`src/rtl/pc_fetch_unit_pkg.sv`:
```
// pc_fetch_unit_pkg: shared widths, reset PC, step size and fetch FSM encoding.
package pc_fetch_unit_pkg;
  localparam int REGISTER_WIDTH = 32;
  localparam logic [REGISTER_WIDTH-1:0] RESET_PC_DEFAULT = 32'h0000_0000;
  localparam int PC_STEP = 4;
  typedef enum logic [1:0] {
    BOOT = 2'd0,
    RUN  = 2'd1,
    TRAP = 2'd2
  } fetch_state_e;
  function automatic logic word_misaligned(input logic [1:0] low_bits);
    return |low_bits;
  endfunction
endpackage

```
`src/rtl/pc_next_sel.sv`:
```
// pc_next_sel: next-PC priority mux (redirect > pending > sequential) with word-alignment check.
module pc_next_sel
  import pc_fetch_unit_pkg::*;
#(
  parameter int W = REGISTER_WIDTH
) (
  input  logic         redirect_valid,
  input  logic [W-1:0] redirect_target,
  input  logic         pend_valid,
  input  logic [W-1:0] pend_target,
  input  logic [W-1:0] seq_pc,
  output logic [W-1:0] next_pc,
  output logic         misaligned
);
  assign next_pc    = redirect_valid ? redirect_target : pend_valid ? pend_target : seq_pc;
  assign misaligned = word_misaligned(next_pc[1:0]);
endmodule

```
`src/rtl/pc_fetch_unit.sv`:
```
// pc_fetch_unit: PC register and fetch sequencer with pending redirects and misalign trap.
module pc_fetch_unit #(
  parameter int REGISTER_WIDTH = pc_fetch_unit_pkg::REGISTER_WIDTH,
  parameter logic [REGISTER_WIDTH-1:0] RESET_PC = pc_fetch_unit_pkg::RESET_PC_DEFAULT
) (
  input  logic                      clk,
  input  logic                      rst_n,
  input  logic [REGISTER_WIDTH-1:0] seq_pc,
  input  logic                      redirect_valid,
  input  logic [REGISTER_WIDTH-1:0] redirect_target,
  input  logic                      stall,
  input  logic                      imem_ready,
  input  logic                      trap_clear,
  output logic [REGISTER_WIDTH-1:0] pc,
  output logic                      imem_req,
  output logic                      fetch_done,
  output logic                      misalign_trap,
  output logic [REGISTER_WIDTH-1:0] trap_pc,
  output logic [REGISTER_WIDTH-1:0] fetch_count
);
  import pc_fetch_unit_pkg::*;
  fetch_state_e state_q, state_d;
  logic [REGISTER_WIDTH-1:0] pc_q, pc_d;
  logic [REGISTER_WIDTH-1:0] pend_target_q, pend_target_d;
  logic [REGISTER_WIDTH-1:0] trap_pc_q, trap_pc_d;
  logic [REGISTER_WIDTH-1:0] fetch_count_q, fetch_count_d;
  logic pend_valid_q, pend_valid_d;
  logic trap_q, trap_d;
  logic [REGISTER_WIDTH-1:0] next_pc;
  logic next_misaligned;
  pc_next_sel #(.W(REGISTER_WIDTH)) u_next_sel (
    .redirect_valid  (redirect_valid),
    .redirect_target (redirect_target),
    .pend_valid      (pend_valid_q),
    .pend_target     (pend_target_q),
    .seq_pc          (seq_pc),
    .next_pc         (next_pc),
    .misaligned      (next_misaligned)
  );
  assign imem_req   = (state_q == RUN) && !stall;
  assign fetch_done = imem_req && imem_ready;
  always_comb begin
    state_d       = state_q;
    pc_d          = pc_q;
    pend_valid_d  = pend_valid_q;
    pend_target_d = pend_target_q;
    trap_pc_d     = trap_pc_q;
    trap_d        = trap_q;
    fetch_count_d = fetch_count_q;
    if (state_q == BOOT) state_d = RUN;
    if (state_q == RUN) begin
      if (fetch_done) begin
        fetch_count_d = fetch_count_q + REGISTER_WIDTH'(1);
        pend_valid_d  = 1'b0;
        if (next_misaligned) begin
          trap_pc_d = next_pc;
          trap_d    = 1'b1;
          state_d   = TRAP;
        end else begin
          pc_d = next_pc;
        end
      end else if (redirect_valid) begin
        // Redirect arrived while the fetch is held; replay it on the next accepted fetch.
        pend_valid_d  = 1'b1;
        pend_target_d = redirect_target;
      end
    end
    if (state_q == TRAP && trap_clear) begin
      pc_d         = RESET_PC;
      pend_valid_d = 1'b0;
      trap_d       = 1'b0;
      state_d      = BOOT;
    end
  end
  always_ff @(posedge clk or negedge rst_n) begin
    if (!rst_n) begin
      state_q       <= BOOT;
      pc_q          <= RESET_PC;
      pend_valid_q  <= 1'b0;
      pend_target_q <= '0;
      trap_pc_q     <= '0;
      trap_q        <= 1'b0;
      fetch_count_q <= '0;
    end else begin
      state_q       <= state_d;
      pc_q          <= pc_d;
      pend_valid_q  <= pend_valid_d;
      pend_target_q <= pend_target_d;
      trap_pc_q     <= trap_pc_d;
      trap_q        <= trap_d;
      fetch_count_q <= fetch_count_d;
    end
  end
  assign pc            = pc_q;
  assign misalign_trap = trap_q;
  assign trap_pc       = trap_pc_q;
  assign fetch_count   = fetch_count_q;
endmodule

```
`config.mk`:
```
export PLATFORM = sky130hd
export DESIGN_NAME = pc_fetch_unit
export DESIGN_NICKNAME = d
export VERILOG_FILES = /design/src/rtl/pc_fetch_unit_pkg.sv /design/src/rtl/pc_next_sel.sv /design/src/rtl/pc_fetch_unit.sv
export SDC_FILE = /design/constraint.sdc
export NUM_CORES = 1
export LEC_CHECK = 0
export ABC_AREA = 1
export BUFFER_PORTS_ARGS = -buffer_cell sky130_fd_sc_hd__buf_2
export CAP_MARGIN = 20
export CELL_PAD_IN_SITES_DETAIL_PLACEMENT = 2
export CELL_PAD_IN_SITES_GLOBAL_PLACEMENT = 2
export CORE_MARGIN = 3
export CORE_UTILIZATION = 33
export DETAILED_ROUTE_END_ITERATION = 7
export GPL_TIMING_DRIVEN = 0
export PLACE_DENSITY = 0.86
export SLEW_MARGIN = 15
export SYNTH_ARGS = -nofsm -noshare
export SYNTH_HDL_FRONTEND = slang
export SYNTH_SLANG_ARGS = --single-unit
export TNS_END_PERCENT = 5
```
`constraint.sdc`:
```
create_clock -name clk -period 2.15 [get_ports clk]
set_input_delay 0.43 -clock clk [delete_from_list [all_inputs] [get_ports clk]]
set_output_delay 0.43 -clock clk [all_outputs]
set_load 0.03 [all_outputs]
```
==> impl_metrics.env <==
export IMPL_critPathLaunchType="flop"
export IMPL_grt_pass1_vias=7166
export IMPL_yosysSeqAreaShare_pct=50.0
export IMPL_cts_buffers=17
export IMPL_min_path_type="input port to asynchronous set/reset pin"
export IMPL_worstSkewPairLatency_ps=430
export IMPL_crit_path_max_fanout=19
export IMPL_ant_nets=0
export IMPL_dr_first_iter_drc_count=208
export IMPL_antenna_found_initial=1
export IMPL_globalplace_congestion=0.783
export IMPL_mostFrequentLayoutCells="nand2_1 (248), buf_2 (180), dfrtp_1 (132)"
export IMPL_clockBufferDepth=2
export IMPL_violations="hold timing"
export IMPL_routed_via_count=6283
export IMPL_synthCells=792
export IMPL_ios=169
export IMPL_viasPerCell=5.01
export IMPL_dp_hpwl_um=17900
export IMPL_rows=51
export IMPL_cts_hold_buf=0
export IMPL_fin_tns_setup_ps=0
export IMPL_crit_buf_inv=3
export IMPL_yosys_warnings=0
export IMPL_num_antenna_cells=0
export IMPL_total_leakage_power_uw=0.00473
export IMPL_core_area_sq_um=19600
export IMPL_synth_fp_nets=863
export IMPL_die_area_sq_um=21800
export IMPL_period_needed_ps=2020
export IMPL_min_period_over_period_pct=93.9
export IMPL_cpPeakStageDelay_ps=410
export IMPL_fin_nets=1049
export IMPL_syn_cell_area_sq_um=6610
export IMPL_drt_total_wl_um=24700
export IMPL_crit_chain="inv_2, nand3_2, nor2_4, buf_12, buf_2"
export IMPL_area_growth_pct=27.0
export IMPL_die_x_um=148
export IMPL_drive_gt1_share_pct=30.2
export IMPL_synth_seq_cells=132
export IMPL_arrival_ps=1590
export IMPL_worstPathRequired_ps=1720
export IMPL_final_design_area_no_fill_sq_um=8390
export IMPL_grt_overflow=0
export IMPL_fmax_mhz=495
export IMPL_postCtsSetupBuffers=0
export IMPL_h_tree_depth=4
export IMPL_hold_ws_ps=-15.2
export IMPL_post_dp_cell_area_sq_um=7810
export IMPL_max_cap_viol_count=0
export IMPL_dr_pass1_iters=4
export IMPL_maxSlewViolCount=0
export IMPL_cts_tree="yes"
export IMPL_setup_violations=0
export IMPL_worstSetupEndpointType="output pin"
export IMPL_crit_type="flop to output pin"
export IMPL_worstMarginPinSlew_ps=609
export IMPL_die_h_um=148
export IMPL_detail_route_wl_per_cell_um=19.7
export IMPL_r2r_start="pend_valid_q$_DFFE_PN0P_"
export IMPL_final_setup_worst_slack_ps=131
export IMPL_r2r_end="pc[8]$_DFFE_PN0P_"
export IMPL_root_buffer="clkbuf_16"
export IMPL_cp_slowest_cell="dfrtp_1"
export IMPL_r2r_slack_ps=400
export IMPL_hold_viol=18
export IMPL_cts_sinks=132
export IMPL_max_slew_margin_pct=59.4
export IMPL_drc=0
export IMPL_post_place_ws_ps=165
export IMPL_status="finished with violations"
export IMPL_ys_types=30
export IMPL_ir_worst_vdd_mv=0.547
export IMPL_nFillCells=2248
export IMPL_port_buffers=167
export IMPL_grt_usage_pct=23.6
export IMPL_syn_mean_instance_area_sq_um=8.34
export IMPL_final_common_cell="nand2_1"
export IMPL_rr_worst_depth=9
export IMPL_p_per_area_nw_per_um2=675
export IMPL_crit_family="buffers and inverters"
export IMPL_initial_core_util_pct=33.7
export IMPL_grt_pass1_wl_um=40200
export IMPL_grt_setup_unrepaired="no"
export IMPL_cts_clk_slew_worst_paths_ps=60
export IMPL_grt_max_degree=76
export IMPL_fin_skew_ps=8.81
[cells by family after synthesis]
group	synth area share, %
and+or+nand+nor	28.4
DFF	50.0
buffers and inverters	8.75
AOI/OAI and AO/OA	10.6
xor gates and xnor gates	2.12
adders and majority gates	0.189
[worst reg2reg max path: stages, from the launching register on]
cell and delay, ps:
dfrtp_1 330, buf_2 200, inv_2 90, nand2_1 100, nand3_1 110, o21ai_2 120, nand3_2 230, buf_2 270
nand3_1 130, nand2_1 80
[how the worst max path moves through the flow]
| stage | startpoint | end | cells past startpoint |
|---|---|---|---|
| 6_report | state_q[1]$_DFF_PN0_ | fetch_done | 5 |
| 5_1_grt | state_q[1]$_DFF_PN0_ | fetch_done | 5 |
| 4_1_cts | state_q[1]$_DFF_PN0_ | fetch_done | 5 |
| 3_5_place_dp | stall | fetch_done | 7 |
| 3_3_place_gp | rst_n | fetch_count[20]$_DFFE_PN0P_ | 1 |
| 2_1_floorplan | fetch_count[1]$_DFFE_PN0P_ | fetch_count[18]$_DFFE_PN0P_ | 8 |
[flip-flops by register name (all words and copies together), names as in the netlist]
signal         flops
fetch_count       32
misalign_trap      1
pc                32
trap_pc           32
state_q            2
pend_target_q     32
pend_valid_q       1
[cell usage after synthesis]
cell / number / area, sq um
nand2_1: 248 / 931
dfrtp_1: 132 / 3300
nand3_1: 78 / 390
inv_1: 75 / 282
nor2_1: 35 / 131
a21oi_1: 32 / 160
a22oi_1: 30 / 225
o21ai_2: 29 / 254
nand2_2: 23 / 144
nand4_1: 16 / 100
buf_2: 15 / 75.1
xor2_1: 12 / 105
o21ai_0: 10 / 50.1
buf_6: 8 / 90.1
clkbuf_1: 8 / 30.0
inv_2: 6 / 22.5
nor2_2: 5 / 31.3
nor2_4: 5 / 56.3
xnor2_1: 4 / 35.0
buf_1: 3 / 11.3
buf_4: 3 / 22.5
nand3_2: 3 / 30.0
buf_12: 2 / 40.0
nand2_4: 2 / 22.5
nand3b_1: 2 / 15.0
o21ai_1: 2 / 10.0
clkbuf_2: 1 / 5.00
ha_1: 1 / 12.5
nand3_4: 1 / 17.5
nor3_1: 1 / 5.00
[per-layer routing]
| layer | GRT usage [%] | vias to the layer above | part of all wire (%) | wire length (um) |
|---|---|---|---|---|
| met2 | 42.3 | 145 | 52 | 12700 |
| li1 | - | 2918 | - | - |
| met5 | 0 | - | 0.053 | 13 |
| met3 | 5.67 | 32 | 4.5 | 1120 |
| met1 | 28.3 | 3186 | 42 | 10400 |
| met4 | 6.52 | 2 | 1.8 | 438 |
[through the flow]
stage               hold slack, ps  instances  utilization, %  power [uW]
finish                       -15.2       1255            42.8        5660
global route                  6.85       1255            42.8        5850
CTS                          0.137       1255            42.8        5710
detailed placement             453       1225            39.9        2830
global placement               452       1224            39.7        2820
floorplan                      134        792               -        2650
[where the power goes]
part	switching (uW)	internal, uW
Clock	1120	1750
Combinational	204	99.5
Sequential	0	2490
[area by class of cell]
| class | count | area [sq um] | area share (%) |
|---|---|---|---|
| buffer | 39 | 278 | 3.31 |
| clock buffer | 21 | 460 | 5.49 |
| clock inverter | 10 | 108 | 1.28 |
| inverter | 81 | 304 | 3.62 |
| multi-input combinational | 539 | 2730 | 32.6 |
| sequential | 132 | 3300 | 39.4 |
| tap | 265 | 332 | 3.95 |
| timing repair buffer | 168 | 873 | 10.4 |
[timing repair]
item	CTS	global route
cloned	0	0
endpoints found under the setup margin	1	1
resized for setup	0	3
Note: power is estimated with default switching activity, not from simulation.
